## src/rtl/uart_pkg.sv

```systemverilog
// Shared UART definitions: transmit FSM states, line constants
// and the baud divisor helper used by both line directions.
package uart_pkg;

  typedef enum logic [2:0] {
    IDLE,
    START,
    DATA,
    PARITY,
    STOP
  } tx_state_t;

  localparam logic IDLE_LEVEL = 1'b1;
  localparam int   DATA_BITS  = 8;

  // Rounded clocks per bit.
  function automatic int calc_div(
    input int clk_hz,
    input int baud
  );
    return (clk_hz + baud / 2) / baud;
  endfunction

endpackage

```

## src/rtl/sync_fifo.sv

```systemverilog
// Single-clock FIFO with registered occupancy and a
// combinational head read.
module sync_fifo #(
  parameter int WIDTH = 8,
  parameter int DEPTH = 16,
  localparam int AW = $clog2(DEPTH)
) (
  input  logic             clk,
  input  logic             rst,
  input  logic             wr_en,
  input  logic [WIDTH-1:0] wr_data,
  input  logic             rd_en,
  output logic [WIDTH-1:0] rd_data,
  output logic             full,
  output logic             empty,
  output logic [AW:0]      count
);

  localparam logic [AW:0] FULL_CNT = (AW + 1)'(DEPTH);

  logic [WIDTH-1:0] r_mem [DEPTH];
  logic [AW-1:0]    r_wp;
  logic [AW-1:0]    r_rp;
  logic [AW:0]      r_cnt;
  logic             w_wr;
  logic             w_rd;

  assign full    = (r_cnt == FULL_CNT);
  assign empty   = (r_cnt == '0);
  assign count   = r_cnt;
  assign rd_data = r_mem[r_rp];

  // Full/empty come from the pre-edge count, so a write
  // into a full FIFO is dropped even alongside a pop.
  assign w_wr = wr_en && !full;
  assign w_rd = rd_en && !empty;

  always_ff @(posedge clk) begin
    if (w_wr) r_mem[r_wp] <= wr_data;
  end

  always_ff @(posedge clk or negedge rst) begin
    if (!rst) begin
      r_wp  <= '0;
      r_rp  <= '0;
      r_cnt <= '0;
    end else begin
      if (w_wr) r_wp <= r_wp + AW'(1);
      if (w_rd) r_rp <= r_rp + AW'(1);
      unique case ({w_wr, w_rd})
        2'b10:   r_cnt <= r_cnt + (AW + 1)'(1);
        2'b01:   r_cnt <= r_cnt - (AW + 1)'(1);
        default: r_cnt <= r_cnt;
      endcase
    end
  end

endmodule

```

## src/rtl/uart_tx_buf.sv

```systemverilog
// Buffered 8N1 transmitter: FIFO drained back-to-back onto tx.
// Define UART_TX_PARITY_EN for 8E1/8O1 frames (parameter ODD).
module uart_tx_buf
  import uart_pkg::*;
#(
  parameter int CLK_HZ = 50_000_000,
  parameter int BAUD   = 115200,
`ifdef UART_TX_PARITY_EN
  parameter bit ODD    = 1'b0,
`endif
  parameter int DEPTH  = 16
) (
  input  logic                   clk,
  input  logic                   rst,
  input  logic [7:0]             data,
  input  logic                   we,
  output logic                   full,
  output logic                   empty,
  output logic                   busy,
  output logic [$clog2(DEPTH):0] count,
  output logic                   tx
);

  localparam int DIV = calc_div(CLK_HZ, BAUD);
  localparam int TW  = $clog2(DIV);
  localparam logic [TW-1:0] TMR_LOAD = TW'(DIV - 1);
  localparam logic [2:0] LAST_BIT = 3'(DATA_BITS - 1);

  tx_state_t     r_state;
  tx_state_t     w_state_nxt;
  logic [7:0]    r_shift;
  logic [7:0]    w_shift_nxt;
  logic [TW-1:0] r_tmr;
  logic [TW-1:0] w_tmr_nxt;
  logic [2:0]    r_idx;
  logic [2:0]    w_idx_nxt;
  logic          r_tx;
  logic          w_tx_nxt;
  logic          w_pop;
  logic          w_tmr_end;
  logic [7:0]    w_byte;
`ifdef UART_TX_PARITY_EN
  logic          r_par;
  logic          w_par_nxt;
`endif

  sync_fifo #(
    .WIDTH (8),
    .DEPTH (DEPTH)
  ) u_fifo (
    .clk     (clk),
    .rst     (rst),
    .wr_en   (we),
    .wr_data (data),
    .rd_en   (w_pop),
    .rd_data (w_byte),
    .full    (full),
    .empty   (empty),
    .count   (count)
  );

  assign w_tmr_end = (r_tmr == '0);
  assign tx        = r_tx;

  always_ff @(posedge clk or negedge rst) begin
    if (!rst) begin
      r_state <= IDLE;
      r_shift <= '0;
      r_tmr   <= '0;
      r_idx   <= '0;
      r_tx    <= IDLE_LEVEL;
`ifdef UART_TX_PARITY_EN
      r_par   <= 1'b0;
`endif
    end else begin
      r_state <= w_state_nxt;
      r_shift <= w_shift_nxt;
      r_tmr   <= w_tmr_nxt;
      r_idx   <= w_idx_nxt;
      r_tx    <= w_tx_nxt;
`ifdef UART_TX_PARITY_EN
      r_par   <= w_par_nxt;
`endif
    end
  end

  always_comb begin
    w_state_nxt = r_state;
    w_shift_nxt = r_shift;
    w_tmr_nxt   = r_tmr;
    w_idx_nxt   = r_idx;
    w_tx_nxt    = r_tx;
`ifdef UART_TX_PARITY_EN
    w_par_nxt   = r_par;
`endif
    if (w_pop) begin
      w_state_nxt = START;
      w_shift_nxt = w_byte;
      w_tmr_nxt   = TMR_LOAD;
      w_idx_nxt   = '0;
      w_tx_nxt    = 1'b0;
`ifdef UART_TX_PARITY_EN
      w_par_nxt   = (^w_byte) ^ ODD;
`endif
    end else if (r_state == IDLE) begin
      w_tx_nxt = IDLE_LEVEL;
    end else if (!w_tmr_end) begin
      w_tmr_nxt = r_tmr - TW'(1);
    end else begin
      // Reload at every bit boundary so timing never drifts.
      w_tmr_nxt = TMR_LOAD;
      unique case (r_state)
        START: begin
          w_state_nxt = DATA;
          w_idx_nxt   = '0;
          w_tx_nxt    = r_shift[0];
        end
        DATA: begin
          if (r_idx == LAST_BIT) begin
`ifdef UART_TX_PARITY_EN
            w_state_nxt = PARITY;
            w_tx_nxt    = r_par;
`else
            w_state_nxt = STOP;
            w_tx_nxt    = IDLE_LEVEL;
`endif
          end else begin
            w_shift_nxt = r_shift >> 1;
            w_idx_nxt   = r_idx + 3'd1;
            w_tx_nxt    = r_shift[1];
          end
        end
        PARITY: begin
          w_state_nxt = STOP;
          w_tx_nxt    = IDLE_LEVEL;
        end
        default: begin
          w_state_nxt = IDLE;
          w_tx_nxt    = IDLE_LEVEL;
        end
      endcase
    end
  end

  always_comb begin
    w_pop = 1'b0;
    busy  = (r_state != IDLE);
    unique case (r_state)
      IDLE:    w_pop = !empty;
      STOP:    w_pop = w_tmr_end && !empty;
      default: w_pop = 1'b0;
    endcase
  end

endmodule

```

## config.mk

```make
export PLATFORM = sky130hd
export DESIGN_NAME = uart_tx_buf
export DESIGN_NICKNAME = d
export VERILOG_FILES = /design/src/rtl/uart_pkg.sv /design/src/rtl/sync_fifo.sv /design/src/rtl/uart_tx_buf.sv
export SDC_FILE = /design/constraint.sdc
export NUM_CORES = 1
export LEC_CHECK = 0
export ABC_AREA = 1
export CORE_MARGIN = 2
export CORE_UTILIZATION = 60
export DETAILED_ROUTE_END_ITERATION = 12
export PLACE_DENSITY = 0.78
export REMOVE_ABC_BUFFERS = 1
export SETUP_SLACK_MARGIN = 0.5
export SLEW_MARGIN = 20
export SYNTH_ARGS = -nofsm -noshare
export SYNTH_HDL_FRONTEND = slang
export SYNTH_HIERARCHICAL = 1
export SYNTH_SLANG_ARGS = --single-unit
```

## constraint.sdc

```tcl
create_clock -name clk -period 3.1 [get_ports clk]
set_clock_uncertainty 0.05 [all_clocks]
set_input_delay 0.465 -clock clk [delete_from_list [all_inputs] [get_ports clk]]
set_output_delay 0.465 -clock clk [all_outputs]
set_load 0.01 [all_outputs]
```

==> flow_summary.ini, run 1 <==
[grt]
grt_pass1_wl_um = 26300
grt_max_degree = 82
grt_overflow = 0
antenna_found_initial = 0
grt_pass1_vias = 5153
grt_usage_pct = 26.2

[timing]
tightest_slew_ps = 872
finalHoldViolations = 0
slew_headroom_pct = 41.7
finalWorstSetupSlack_ps = 505
slew_viol_final = 0
grt_setup_unrepaired = yes
setup_violations = 0
fmax_mhz = 385
period_share_pct = 83.7
min_period_ps = 2600

[synth]
mappedNetlistArea_sq_mm = 0.00757
synth_area_per_cell_sq_um = 9.62
synth.top_cell.area_share_pct = 50.8
ys_async_sr_fraction_pct = 22.4
yosysMostFrequentCell = nand2_1
synth_commonest_cells = nand2_1 (298), edfxtp_1 (128), inv_1 (82)
synth-main-ff-cell = edfxtp_1
yosys_warnings = 6
synth_area_leader_cell = edfxtp_1
synth.distinct_cells = 30
syn_inst = 787
ys_seq_elements = 165
synth_edf_count = 128
yosysSeqAreaShare_pct = 63.0
synth.area.top_cells = edfxtp_1 (51%), nand2_1 (15%), dfrtp_1 (12%)

[drt]
vias = 5456
wire_per_inst_um = 16.5
drtPass1Iterations = 5
ant_nets = 0
drc_errors = 0
detail_route.wirelength_um = 16700
vias_per_cell = 5.39
drt_iter0_drc = 578

[clock_network]
clkLatencyLatePin_ps = 430
htreeDepth = 4
cts_tree = built
root_buffer = clkbuf_16
cts-buffers-inserted = 17
cts_hold_buf = 0
cts.sinks = 165
cts.clk_slew.worst_paths_ps = 60
clockBufferDepth = 2

[layout]
instances_no_fill = 1013
n_antenna_cell = 0
final_cell_area_sq_mm = 0.00869
drive_above_1_share_pct = 11.5
seqCellArea_sq_mm = 0.00477
fillers = 877
area_growth_pct = 14.7
multi_input_area_sq_mm = 0.00241
fin_nets = 852

[setup_path]
path_cells = inv_1 > nand4_1 > inv_2 > nor2_4 > nand2_8 > inv_6 > nand2_4 > inv_4 > ha_4 > ha_1 > or2_2 > nand2_1 > nand2_1 > nand2_1 > nand2_1 > nand2_1
start_kind = flop
crit_family = simple AND/OR/NAND/NOR gates
slowest_delay_ps = 410
crit_type = reg2reg
crit_buf_inv = 4
endpoint_kind = flop
worstPathArrival_ps = 2910
crit_top_cell = nand2_1
crit_slowest_cell = dfrtp_1
crit_cells = 16
worst_r2r_path_depth = 16
worstPathRequired_ps = 3420
path_max_fanout = 6

[power_and_ir_drop]
clkPwrFrac_pct = 36.7
ir_worst_vdd_mv = 0.513
p_per_area_mw_per_mm2 = 630
seqPwrFrac_pct = 49.3
p_sw_share_pct = 25.8
pwr-share-comb_pct = 14.0
p_int_mw = 4.06
power.leakage_nw = 3.81
netSwitchingPower_mw = 1.42

[min_path]
hold_class = in2async

[floorplan]
initial_core_util_pct = 60.7
die_w_um = 116
rows = 41
die_h_um = 116
die_area_sq_mm = 0.0135
ios = 20
core-area_sq_mm = 0.0125

[placed_design]
dp_cells = 967
pre_cts_slack_ps = -30.8
dpl-instance-area_sq_mm = 0.00793
io_buffers = 19
routabilityCongestion = 0.822
dpl.hpwl_um = 10300

[flow_run]
maxCapViolCount = 0

[outcome]
status = finished clean
[power groups by stage]
stage                     Clock [mW]  Sequential, mW  Combinational [mW]
after floorplan                    0            2.73               0.376
after global placement             0            2.73               0.631
final                           2.01            2.70               0.767
after detailed placement           0            2.74               0.669
after global routing            2.11            2.72               0.835
after CTS                       2.02            2.70               0.703
[path summary, 6_finish.rpt]
| path | start | end | slack (ps) |
|---|---|---|---|
| worst max-delay path | u_fifo/count[0]$_DFFE_PN0P_ | u_fifo/count[4]$_DFFE_PN0P_ | 500 |
| worst min-delay path | rst | r_idx[2]$_DFFE_PN0P_ | 90 |
| worst max register to register | u_fifo/count[0]$_DFFE_PN0P_ | u_fifo/count[4]$_DFFE_PN0P_ | 500 |
| worst min register to register | r_idx[2]$_DFFE_PN0P_ | r_idx[2]$_DFFE_PN0P_ | 430 |
| max in group asynchronous | rst | u_fifo/count[1]$_DFFE_PN0P_ | 2310 |
| min in group clk | r_idx[2]$_DFFE_PN0P_ | r_idx[2]$_DFFE_PN0P_ | 430 |
[stage by stage]
step           power [mW]  hold slack [ps]  util [%]  setup TNS, ps
2_1_floorplan        3.11              119         -              0
3_5_place_dp         3.41              420      63.6          -30.8
6_report             5.48             92.0      69.7              0
4_1_cts              5.42              120      69.1              0
5_1_grt              5.67              154      69.7              0
3_3_place_gp         3.36              411      63.6              0
[state kept, by name, indices dropped and copies added (netlist names)]
signal        count
tx                1
u_fifo/r_mem    128
u_fifo/r_wp       4
u_fifo/r_rp       4
r_idx             3
u_fifo/count      5
r_state           3
r_shift           8
r_tmr             9
[cells in the final DEF, fill, tap and decap left out, drive strengths merged]
master         count
buf               27
bufinv             2
clkbuf            18
clkdlybuf4s50     18
clkinv            10
clkinvlp           2
dfrtp             36
dfstp              1
edfxtp           128
fa                 1
ha                12
inv               89
mux2i              1
nand2            304
nand3             79
nand4              3
nor2              80
nor3               2
o21ai             12
o22ai              4
or2                1
xnor2              4
xor2               7
[repair_timing]
| action | 4_1_cts | 5_1_grt |
|---|---|---|
| setup buffers | 9 | 5 |
| pin swaps | 6 | 5 |
| gates resized for setup | 15 | 10 |
| endpoints found under the setup margin | 4 | 4 |
[per-layer routing]
layer	track usage [%]	wire, um
met1	34.4	6980
met2	41.5	8050
met3	5.45	1030
met4	13.8	633
met5	0	0
[area by class of cell]
| type | count | area share [%] |
|---|---|---|
| Sequential cell | 165 | 55.0 |
| Multi-Input combinational cell | 510 | 27.7 |
| Clock buffer | 18 | 4.94 |
| Timing Repair Buffer | 45 | 4.38 |
| Inverter | 89 | 3.93 |
| Tap cell | 172 | 2.48 |
| Clock inverter | 14 | 1.58 |
[cells by family after synthesis]
logic type	after synthesis	synth area share, %
AOI/OAI and AO/OA	16	1.27
muxes	1	0.297
DFF	165	63.0
and+or+nand+nor	469	25.8
adders and majority gates	13	2.25
buffers and inverters	112	6.13
xor gates and xnor gates	11	1.27
(Power assumes the default switching activity.)
==> run 2: changes to the inputs <==
==> constraint.sdc (replaced) <==
create_clock -name clk -period 2.45 [get_ports clk]
set_clock_uncertainty 0.05 [all_clocks]
set_input_delay 0.3675 -clock clk [delete_from_list [all_inputs] [get_ports clk]]
set_output_delay 0.3675 -clock clk [all_outputs]
set_load 0.01 [all_outputs]
==> flow_summary.ini, run 2 (synthesis gave the netlist of run 1 again) <==
[setup_path]
endpoint_kind = flop
r2r_start = u_fifo/count[1]$_DFFE_PN0P_
slowest_delay_ps = 410
critPathLaunch = u_fifo/count[1]$_DFFE_PN0P_
crit_slowest_cell = dfrtp_1
endpoint = u_fifo/count[3]$_DFFE_PN0P_
reg2reg_to = u_fifo/count[3]$_DFFE_PN0P_
crit_cells = 17
path_max_fanout = 4
crit_buf_inv = 5
start_kind = flop
crit_type = reg2reg
path_cells = nor2_2 > nand4_1 > inv_2 > nor2_4 > nand2_4 > inv_4 > nand2_4 > inv_4 > ha_4 > buf_6 > buf_6 > ha_4 > nand3_4 > nand3_2 > nand2_1 > nand3_1 > o21ai_1
worstPathRequired_ps = 2720
reg2reg_slack_ps = 2
worstPathArrival_ps = 2710
worst_r2r_path_depth = 17
crit_family = simple AND/OR/NAND/NOR gates

[floorplan]
initial_core_util_pct = 60.7
die_area_sq_mm = 0.0135
die_w_um = 116
rows = 41
die_h_um = 116
core-area_sq_mm = 0.0125
ios = 20

[timing]
setup_violations = 0
grt_setup_unrepaired = yes
tightest_slew_ps = 906
finalHoldViolations = 4
worst_hold_slack_ps = -5.82
min_period_ps = 2450
finalWorstSetupSlack_ps = 2.39
slew_headroom_pct = 39.6
slew_viol_final = 0
fmax_mhz = 409
period_share_pct = 99.9

[power_and_ir_drop]
p_per_area_mw_per_mm2 = 808
power.leakage_nw = 4.19
clkPwrFrac_pct = 39.6
netSwitchingPower_mw = 1.89
p_int_mw = 5.76
seqPwrFrac_pct = 44.5
pwr-share-comb_pct = 15.8
p_sw_share_pct = 24.8
ir_worst_vdd_mv = 0.557

[layout]
reg_top3 = u_fifo/r_mem (128), r_tmr (9), r_shift (8)
fin_nets = 904
final_cell_mix = nand2_1 (277), edfxtp_1 (128), nor2_1 (74)
drive_above_1_share_pct = 20.9
area_growth_pct = 25.2
final_cell_area_sq_mm = 0.00948
final_util_pct = 76.0
top_register = u_fifo/r_mem
n_antenna_cell = 0
largest_register_ffs = 128
final_common_cell = nand2_1

[placed_design]
dpl-instance-area_sq_mm = 0.00812
dpl.hpwl_um = 10700
routabilityCongestion = 0.863
io_buffers = 19
pre_cts_slack_ps = -81.4

[drt]
drc_errors = 0
drtPass1Iterations = 5
vias = 6102
vias_per_cell = 5.73
drt_iter0_drc = 770
wire_per_inst_um = 19.1
ant_nets = 0
detail_route.wirelength_um = 20300

[clock_network]
cts_tree = built
cts_hold_buf = 0
cts.clk_slew.worst_paths_ps = 70
root_buffer = clkbuf_16
cts-buffers-inserted = 17
cts.sinks = 165
htreeDepth = 4
clkLatencyLatePin_ps = 440
clockBufferDepth = 2

[outcome]
status = finished, violations left
violations = hold timing

[grt]
grt_usage_pct = 28.7
grt_overflow = 0
grt_pass1_vias = 5598
antenna_found_initial = 0
grt_pass1_wl_um = 28600
grt_max_degree = 49

[flow_run]
maxCapViolCount = 0

[min_path]
hold_class = in2async
run 2: cell types whose count changed in the layout (fill, tap and decap cells not counted), sizes merged:
| cell | before | now |
|---|---|---|
| dlymetal6s2s | 0 | 2 |
| dlygate4sd2 | 0 | 1 |
| clkinv | 10 | 6 |
| bufinv | 2 | 7 |
| clkdlybuf4s50 | 18 | 13 |
| clkinvlp | 2 | 0 |
| buf | 27 | 81 |
run 2: area by class of cell:
class	instances	area [sq um]
clock inverter	13	235
inverter	89	342
timing repair buffer	97	872
sequential	165	4770
fill	730	2990
multi-input combinational	510	2610
clock buffer	18	429
tap	172	215
run 2: worst min path at each step:
stage / startpoint / end / slack, ps / cells past startpoint
4_1_cts: rst / r_shift[3]$_DFFE_PN0P_ / 20 / 1
2_1_floorplan: rst / r_idx[0]$_DFFE_PN0P_ / 20 / 0
6_report: rst / r_tmr[2]$_DFFE_PN0P_ / -6 / 1
5_1_grt: rst / r_tmr[2]$_DFFE_PN0P_ / 70 / 1
3_5_place_dp: r_shift[7]$_DFFE_PN0P_ / r_shift[7]$_DFFE_PN0P_ / 410 / 2
3_3_place_gp: r_shift[7]$_DFFE_PN0P_ / r_shift[7]$_DFFE_PN0P_ / 400 / 2
run 2: what timing repair did:
action,CTS,global route
setup endpoints to repair,88,161
gates resized for setup,38,73
pin swaps,16,28
gates cloned,0,0
buffers inserted,28,14
run 2: metrics by stage:
step                std cells  power, mW  setup TNS [ps]
floorplan                 764       3.93           -5180
global placement          991       4.33               0
detailed placement        991       4.39           -81.4
CTS                      1050       7.50               0
global route             1064       7.87            -177
finish                   1064       7.65               0
run 2: power by group through the flow:
stage	Clock, mW	Sequential [mW]	Combinational (mW)
finish	3.03	3.41	1.21
global route	3.15	3.42	1.30
CTS	3.01	3.40	1.08
detailed placement	0	3.45	0.936
global placement	0	3.44	0.887
floorplan	0	3.46	0.476
run 2: routing by layer:
metal	share of wire [%]	track usage, %	vias up
li1	-	-	2707
met5	0	0	-
met3	8.7	6.43	80
met4	4.7	15.1	0
met2	50	47.5	413
met1	37	35.5	2902
